--- config.mk ---
export PLATFORM = sky130hd
export DESIGN_NAME = sys_bus_initiator
export DESIGN_NICKNAME = d
export VERILOG_FILES = /design/src/rtl/sys_bus_pkg.sv /design/src/rtl/sys_bus_initiator.sv
export SDC_FILE = /design/constraint.sdc
export NUM_CORES = 1
export LEC_CHECK = 0
export ABC_AREA = 1
export BUFFER_PORTS_ARGS = -buffer_cell sky130_fd_sc_hd__buf_2
export CORE_MARGIN = 4
export CORE_UTILIZATION = 35
export CTS_CLUSTER_DIAMETER = 50
export DETAILED_ROUTE_END_ITERATION = 10
export SLEW_MARGIN = 25
export SYNTH_ARGS = -nofsm -noshare
export SYNTH_HDL_FRONTEND = slang
export SYNTH_SLANG_ARGS = --single-unit
--- constraint.sdc ---
create_clock -name clk_i -period 3.2 [get_ports clk_i]
set_input_delay 0.96 -clock clk_i [delete_from_list [all_inputs] [get_ports clk_i]]
set_output_delay 0.96 -clock clk_i [all_outputs]
set_load 0.01 [all_outputs]
--- src/rtl/sys_bus_pkg.sv ---
// Shared types and constants for the system-bus initiator.
package sys_bus_pkg;

   localparam int SYS_AW = 32;
   localparam int SYS_DW = 32;

   // Byte select driven while a strobe is active (full-word accesses only)
   localparam logic [3:0] SYS_SEL_ALL = 4'hF;

   // Bit positions inside the internal response code register
   localparam int RSP_ERR_BIT = 0;
   localparam int RSP_TO_BIT  = 1;
   localparam int RSP_CODE_W  = 2;

   typedef enum logic [1:0] {
      ST_IDLE,
      ST_REQ,
      ST_WAIT,
      ST_RESP
   } state_t;

   // Saturating increment for 8-bit event counters
   function automatic logic [7:0] sat_inc8(input logic [7:0] v);
      return (v == 8'hFF) ? v : v + 8'd1;
   endfunction

endpackage

--- src/rtl/sys_bus_initiator.sv ---
// Single-outstanding system-bus initiator: command in, one strobe on the bus,
// wait for ack (with optional timeout), then one response out.
module sys_bus_initiator
   import sys_bus_pkg::*;
#(
   parameter int unsigned TIMEOUT = 255,
   parameter int unsigned TW      = 8
) (
   input  logic              clk_i,
   input  logic              rst_i,
   input  logic              cmd_valid_i,
   output logic              cmd_ready_o,
   input  logic              cmd_write_i,
   input  logic [SYS_AW-1:0] cmd_addr_i,
   input  logic [SYS_DW-1:0] cmd_wdata_i,
   output logic              rsp_valid_o,
   input  logic              rsp_ready_i,
   output logic [SYS_DW-1:0] rsp_rdata_o,
   output logic              rsp_err_o,
   output logic              rsp_timeout_o,
   output logic [SYS_AW-1:0] sys_addr,
   output logic [SYS_DW-1:0] sys_wdata,
   output logic [3:0]        sys_sel,
   output logic              sys_wen,
   output logic              sys_ren,
   input  logic [SYS_DW-1:0] sys_rdata,
   input  logic              sys_err,
   input  logic              sys_ack,
   output logic              busy_o,
   output logic [15:0]       txn_cnt_o,
   output logic [7:0]        timeout_cnt_o
);

   // Last WAIT count before the timeout fires (unused when TIMEOUT is 0)
   localparam int unsigned    TO_LAST_INT = (TIMEOUT == 0) ? 0 : TIMEOUT - 1;
   localparam logic [TW-1:0]  TO_LAST     = TW'(TO_LAST_INT);

   state_t                  state_q, state_d;
   logic                    write_q, write_d;
   logic [SYS_AW-1:0]       addr_q, addr_d;
   logic [SYS_DW-1:0]       wdata_q, wdata_d;
   logic                    wen_q, wen_d;
   logic                    ren_q, ren_d;
   logic [3:0]              sel_q, sel_d;
   logic [TW-1:0]           cnt_q, cnt_d;
   logic                    rsp_valid_q, rsp_valid_d;
   logic [SYS_DW-1:0]       rdata_q, rdata_d;
   logic [RSP_CODE_W-1:0]   code_q, code_d;
   logic [15:0]             txn_q, txn_d;
   logic [7:0]              tocnt_q, tocnt_d;
   logic                    busy_q, busy_d;

   // Ready is decoded from the state; held low while reset is asserted
   assign cmd_ready_o = (state_q == ST_IDLE) && !rst_i;

   // Next-state and next-output decode
   always_comb begin
      state_d     = state_q;
      write_d     = write_q;
      addr_d      = addr_q;
      wdata_d     = wdata_q;
      wen_d       = 1'b0;
      ren_d       = 1'b0;
      sel_d       = '0;
      cnt_d       = cnt_q;
      rsp_valid_d = rsp_valid_q;
      rdata_d     = rdata_q;
      code_d      = code_q;
      txn_d       = txn_q;
      tocnt_d     = tocnt_q;
      unique case (state_q)
         ST_IDLE: begin
            if (cmd_valid_i && cmd_ready_o) begin
               write_d = cmd_write_i;
               addr_d  = cmd_addr_i;
               wdata_d = cmd_wdata_i;
               // Strobe registers load here so the pulse lands in REQ
               wen_d   = cmd_write_i;
               ren_d   = !cmd_write_i;
               sel_d   = SYS_SEL_ALL;
               state_d = ST_REQ;
            end
         end
         ST_REQ: begin
            // Any ack seen now cannot belong to this strobe; it is ignored
            cnt_d   = '0;
            state_d = ST_WAIT;
         end
         ST_WAIT: begin
            if (sys_ack) begin
               code_d              = '0;
               code_d[RSP_ERR_BIT] = sys_err;
               rdata_d             = write_q ? '0 : sys_rdata;
               rsp_valid_d         = 1'b1;
               state_d             = ST_RESP;
            end else if ((TIMEOUT != 0) && (cnt_q == TO_LAST)) begin
               code_d              = '0;
               code_d[RSP_ERR_BIT] = 1'b1;
               code_d[RSP_TO_BIT]  = 1'b1;
               rdata_d             = '0;
               tocnt_d             = sat_inc8(tocnt_q);
               rsp_valid_d         = 1'b1;
               state_d             = ST_RESP;
            end else begin
               cnt_d = cnt_q + 1'b1;
            end
         end
         ST_RESP: begin
            if (rsp_ready_i) begin
               rsp_valid_d = 1'b0;
               txn_d       = txn_q + 16'd1;
               state_d     = ST_IDLE;
            end
         end
         default: state_d = ST_IDLE;
      endcase
      busy_d = (state_d != ST_IDLE);
   end

   // State and registered outputs; reset aborts any transaction in flight
   always_ff @(posedge clk_i) begin
      if (rst_i) begin
         state_q     <= ST_IDLE;
         write_q     <= 1'b0;
         addr_q      <= '0;
         wdata_q     <= '0;
         wen_q       <= 1'b0;
         ren_q       <= 1'b0;
         sel_q       <= '0;
         cnt_q       <= '0;
         rsp_valid_q <= 1'b0;
         rdata_q     <= '0;
         code_q      <= '0;
         txn_q       <= '0;
         tocnt_q     <= '0;
         busy_q      <= 1'b0;
      end else begin
         state_q     <= state_d;
         write_q     <= write_d;
         addr_q      <= addr_d;
         wdata_q     <= wdata_d;
         wen_q       <= wen_d;
         ren_q       <= ren_d;
         sel_q       <= sel_d;
         cnt_q       <= cnt_d;
         rsp_valid_q <= rsp_valid_d;
         rdata_q     <= rdata_d;
         code_q      <= code_d;
         txn_q       <= txn_d;
         tocnt_q     <= tocnt_d;
         busy_q      <= busy_d;
      end
   end

   assign sys_addr      = addr_q;
   assign sys_wdata     = wdata_q;
   assign sys_sel       = sel_q;
   assign sys_wen       = wen_q;
   assign sys_ren       = ren_q;
   assign rsp_valid_o   = rsp_valid_q;
   assign rsp_rdata_o   = rdata_q;
   assign rsp_err_o     = code_q[RSP_ERR_BIT];
   assign rsp_timeout_o = code_q[RSP_TO_BIT];
   assign busy_o        = busy_q;
   assign txn_cnt_o     = txn_q;
   assign timeout_cnt_o = tocnt_q;

endmodule

# [After elaboration in Yosys (flattened, before gate mapping)]
# Cells that the tools add are included.
[totals] ff_bits=141 inputBits=103 out_inout_bits=131
[op_classes] add_sub_neg=3 n_eq_ne=9 mux=18 bitwise=4 reduce_logical=17
[op_table] cell="$mux W32" n=3
[op_table] cell="$add A16 B1 Y16 const B" n=1
[op_table] cell="$add A8 B1 Y8 const B" n=2
[op_table] cell="$eq A8 B8 Y1 const B" n=2
[op_table] cell="$mux W8" n=2
[op_table] cell="$pmux W8 S2" n=1
[op_table] cell="$mux W2" n=6
[op_table] cell="$pmux W2 S4" n=1
[op_table] cell="$reduce_bool A2 Y1" n=4
[op_table] cell="$ne A2 B2 Y1 const B" n=3
[op_table] cell="$reduce_and A2 Y1" n=3
[op_table] cell="$reduce_and A3 Y1" n=2
[op_table] cell="$eq A2 B2 Y1 const B" n=2
[op_table] cell="$mux W4" n=1
[op_table] cell="$not A1 Y1" n=4
[op_table] cell="$reduce_and A4 Y1" n=1
[op_table] cell="$mux W1" n=3
[op_table] cell="$ne A3 B3 Y1 const B" n=1
[op_table] cell="$reduce_or A3 Y1" n=1
[op_table] cell="$eq A2 B1 Y1 const B" n=1
[op_table] cell="$logic_and A1 B1 Y1" n=2
[op_table] cell="$logic_not A1 Y1" n=2
[op_table] cell="$logic_not A2 Y1" n=1
[op_table] cell="$pmux W1 S2" n=1
[op_table] cell="$reduce_or A2 Y1" n=1

# [Depth between registers and ports, before layout]
[logic_depth] word_depth=6 depth_mapped=10 mapped_depth_nobuf=10

# [Worst setup path after synthesis]
# No wires, ideal clock.
[synth_timing] path_kind="input port to output port" startpoint="in rst_i" endpoint="out cmd_ready_o" t_arrival_ns=1.154 setup_slack_ns=1.086 cell_stages=1 path_buffers=0 cell_sequence="nor3_2"
[synth_between] elab_chain_len=2
[synth_rtl] element="start: declaration" line_no="sys_bus_initiator.sv:10" source="input logic rst_i,"
[synth_rtl] element="$logic_not A1 Y1" line_no="sys_bus_initiator.sv:54" source="assign cmd_ready_o = (state_q == ST_IDLE) && !rst_i;"
[synth_rtl] element="$logic_and A1 B1 Y1" line_no="sys_bus_initiator.sv:54"
[synth_rtl] element="end: declaration" line_no="sys_bus_initiator.sv:12" source="output logic cmd_ready_o,"
# No other way between the ends.

# [Worst setup path in the final report]
# Ends and elaborated chain as after synthesis.

==> results.py <==
metrics = {
    "layout": {
        "nets": 1056,
        "final_layout_size_suffix_gt1_frac": 0.311,
        "antenna_cells": 0,
        "syn_to_final_growth_pct": 35.5,
    },
    "drt": {
        "wl_met3_um": 1140,
        "highest-signal-layer": "met4",
        "routed_via_density": 4.58,
        "detail_route.wl_per_cell_um": 13.2,
        "wl_met1_um": 6570,
        "drt_iter0_drc": 262,
        "drc_errors": 0,
        "postRouteAntennaNets": 0,
        "route.met2.wl_um": 7500,
        "wl_um": 15500,
        "drt-pass1-iter-count": 4,
        "vias": 5371,
    },
    "grt": {
        "grt_pass1_wl_um": 24800,
        "grt_pass1_vias": 4894,
        "antenna_found_initial": 0,
        "grt_usage": 0.170,
        "grt-ovfl-total": 0,
        "grt_max_degree": 67,
    },
    "critical_path": {
        "r2r-start": "state_q[1]$_SDFF_PP0_",
        "start_kind": "input pin",
        "ff2ff_setup_slack_ns": 1.08,
        "required_ns": 2.24,
        "cp-end-kind": "output pin",
        "rr_worst_depth": 7,
        "crit_fanout": 2,
        "crit_type": "input pin to output pin",
        "crit_arrival_ns": 1.37,
        "r2r-end": "rsp_rdata_o[9]$_SDFFE_PP0P_",
    },
    "clock_network": {
        "cts_setup_buffers": 0,
        "clk_pin_slew_ns": 0.06,
        "clkSinkCount": 138,
        "root_buffer": "clkbuf_16",
        "cts-htree-levels": 4,
        "ctsHoldBuffers": 0,
        "cts_tree": "done",
        "cts_resized": 0,
        "cts_made_buffers": 17,
        "clkLatencyLatePin_ns": 0.41,
        "cts.path.max_buffers": 2,
    },
    "hold_path": {
        "hold_class": "flip-flop to flip-flop",
        "hold_depth": 2,
        "min_from": "code_q[1]$_SDFFE_PP0P_",
        "hold_end": "code_q[1]$_SDFFE_PP0P_",
    },
    "sta": {
        "max_freq_mhz": 430,
        "slew_headroom": 0.541,
        "slew_viol_final": 0,
        "worst_pin_slew_ns": 0.688,
        "post-route-period-util": 0.727,
        "fin_crit_ns": 2.33,
        "hold_violations": 0,
        "finalSetupViolations": 0,
        "clock_skew_ns": 0.0137,
        "holdWs_ns": 0.446,
        "rsz0062_at_grt": "no",
        "tns_ns": 0,
    },
    "placed_design": {
        "dp_hpwl_um": 11000,
        "globalplace.congestion": 0.781,
        "io_buffers": 233,
    },
    "logic_synthesis": {
        "netlist_area_mm2": 0.00556,
        "synth_cell_types": 35,
        "synth_edf_count": 0,
        "synth_cells": 731,
        "synth_seq_area_share": 0.497,
        "synth_top_area_frac": 0.497,
        "synth_flop_cell": "dfxtp_1",
        "yosys.area.top_type": "dfxtp_1",
        "synthTopCellsByArea": "dfxtp_1 50%, nand2_1 16%, nand3_1 6.8%",
        "syn_nets": 838,
        "yosysMostFrequentCell": "nand2_1",
        "synth.avg_cell_area_um2": 7.60,
        "async_flop_share": 0,
        "yosysWarnings": 0,
        "synth_commonest_cells": "232 x nand2_1, 138 x dfxtp_1, 75 x nand3_1, 60 x a21oi_1, 58 x nor2_1",
        "ys_ff_latch": 138,
    },
    "pwr": {
        "switching_share": 0.228,
        "clockPowerShare": 0.511,
        "pwr-share-seq": 0.401,
        "ir_worst_vdd_mv": 0.449,
        "p_int_mw": 3.56,
        "comb_power_share": 0.088,
        "p_sw_mw": 1.05,
        "p_per_area_mw_per_mm2": 613,
        "power_leakage_nw": 3.83,
    },
    "die": {
        "die_y_um": 134,
        "dieArea_mm2": 0.0180,
        "core_mm2": 0.0154,
        "placementRows": 45,
        "design.portCount": 234,
        "start_util": 0.362,
        "fp.dieW_um": 134,
    },
    "status": {
        "status": "finished, final reports clean",
    },
    "flow_run": {
        "cap_violations": 0,
    },
}
flip-flops by register name, indices dropped and copies added, names as in the netlist:
register and cells:
rsp_rdata_o 32, sys_addr 32, sys_wdata 32, txn_cnt_o 16, cnt_q 8, timeout_cnt_o 8, code_q 2, state_q 2
busy_o 1, rsp_valid_o 1, sys_ren 1, sys_sel 1, sys_wen 1, write_q 1
kinds of logic after synthesis:
group / count (synthesis) / synth area share
simple gates: 400 / 0.321
xor+xnor: 7 / 0.0110
buf+inv: 81 / 0.0689
compound gates: 101 / 0.0925
flops: 138 / 0.497
fa+ha+maj: 4 / 0.00901
placed cells by master (no fill, tap or decap), types with 3 or more instances in the layout:
cell,synthesis,layout
buf_2,12,233
nand2_1,232,231
dfxtp_1,138,138
nand3_1,75,75
a21oi_1,60,60
nor2_1,58,58
inv_1,36,36
o21ai_0,36,36
clkbuf_16,0,17
nor3_1,8,8
bufinv_16,0,7
nand2_2,4,5
inv_2,4,5
nor2_4,5,5
nand4_1,5,5
xor2_1,5,5
buf_4,9,5
ha_1,4,4
clkinv_4,0,3
metal layers:
metal / track usage / up-vias
li1: - / 2789
met1: 0.212 / 2399
met2: 0.269 / 164
met3: 0.0626 / 19
met4: 0.0673 / 0
met5: 0 / -
cell type report:
type | instances | area (um2)
Fill cell | 1605 | 7840
Sequential cell | 138 | 2760
Multi-Input combinational cell | 512 | 2410
Timing Repair Buffer | 239 | 1220
Clock buffer | 19 | 453
Tap cell | 211 | 264
Clock inverter | 13 | 262
Inverter | 41 | 154
power groups by stage:
stage / registers (mW) / logic (mW) / clock network (mW)
5_1_grt: 1.86 / 0.451 / 2.50
3_3_place_gp: 1.89 / 0.410 / 0
4_1_cts: 1.85 / 0.413 / 2.42
2_1_floorplan: 1.93 / 0.173 / 0
3_5_place_dp: 1.89 / 0.412 / 0
6_report: 1.85 / 0.405 / 2.36
through the flow:
| stage | instance area, um2 | total power [mW] | setup WS, ns | util | instances |
|---|---|---|---|---|---|
| after floorplan | 5560 | 2.10 | 1.09 | - | 731 |
| after global placement | 6820 | 2.30 | 0.844 | 0.444 | 1141 |
| after detailed placement | 6820 | 2.30 | 0.820 | 0.444 | 1141 |
| after CTS | 7530 | 4.69 | 0.861 | 0.490 | 1173 |
| after global routing | 7530 | 4.81 | 0.832 | 0.490 | 1173 |
| final | 7530 | 4.62 | 0.872 | 0.490 | 1173 |
worst max-delay path: stages:
cell and delay (ns):
buf_2 0.11, nor3_2 0.14, buf_2 0.16
how the worst max path moves through the flow:
stage | end | cells past startpoint | startpoint
finish | cmd_ready_o | 3 | rst_i
global route | cmd_ready_o | 3 | rst_i
CTS | cmd_ready_o | 3 | rst_i
detailed placement | rsp_rdata_o[8]$_SDFFE_PP0P_ | 6 | rst_i
global placement | rsp_rdata_o[6]$_SDFFE_PP0P_ | 6 | rst_i
floorplan | cmd_ready_o | 1 | rst_i
Note: power is estimated with default switching activity, not from simulation.
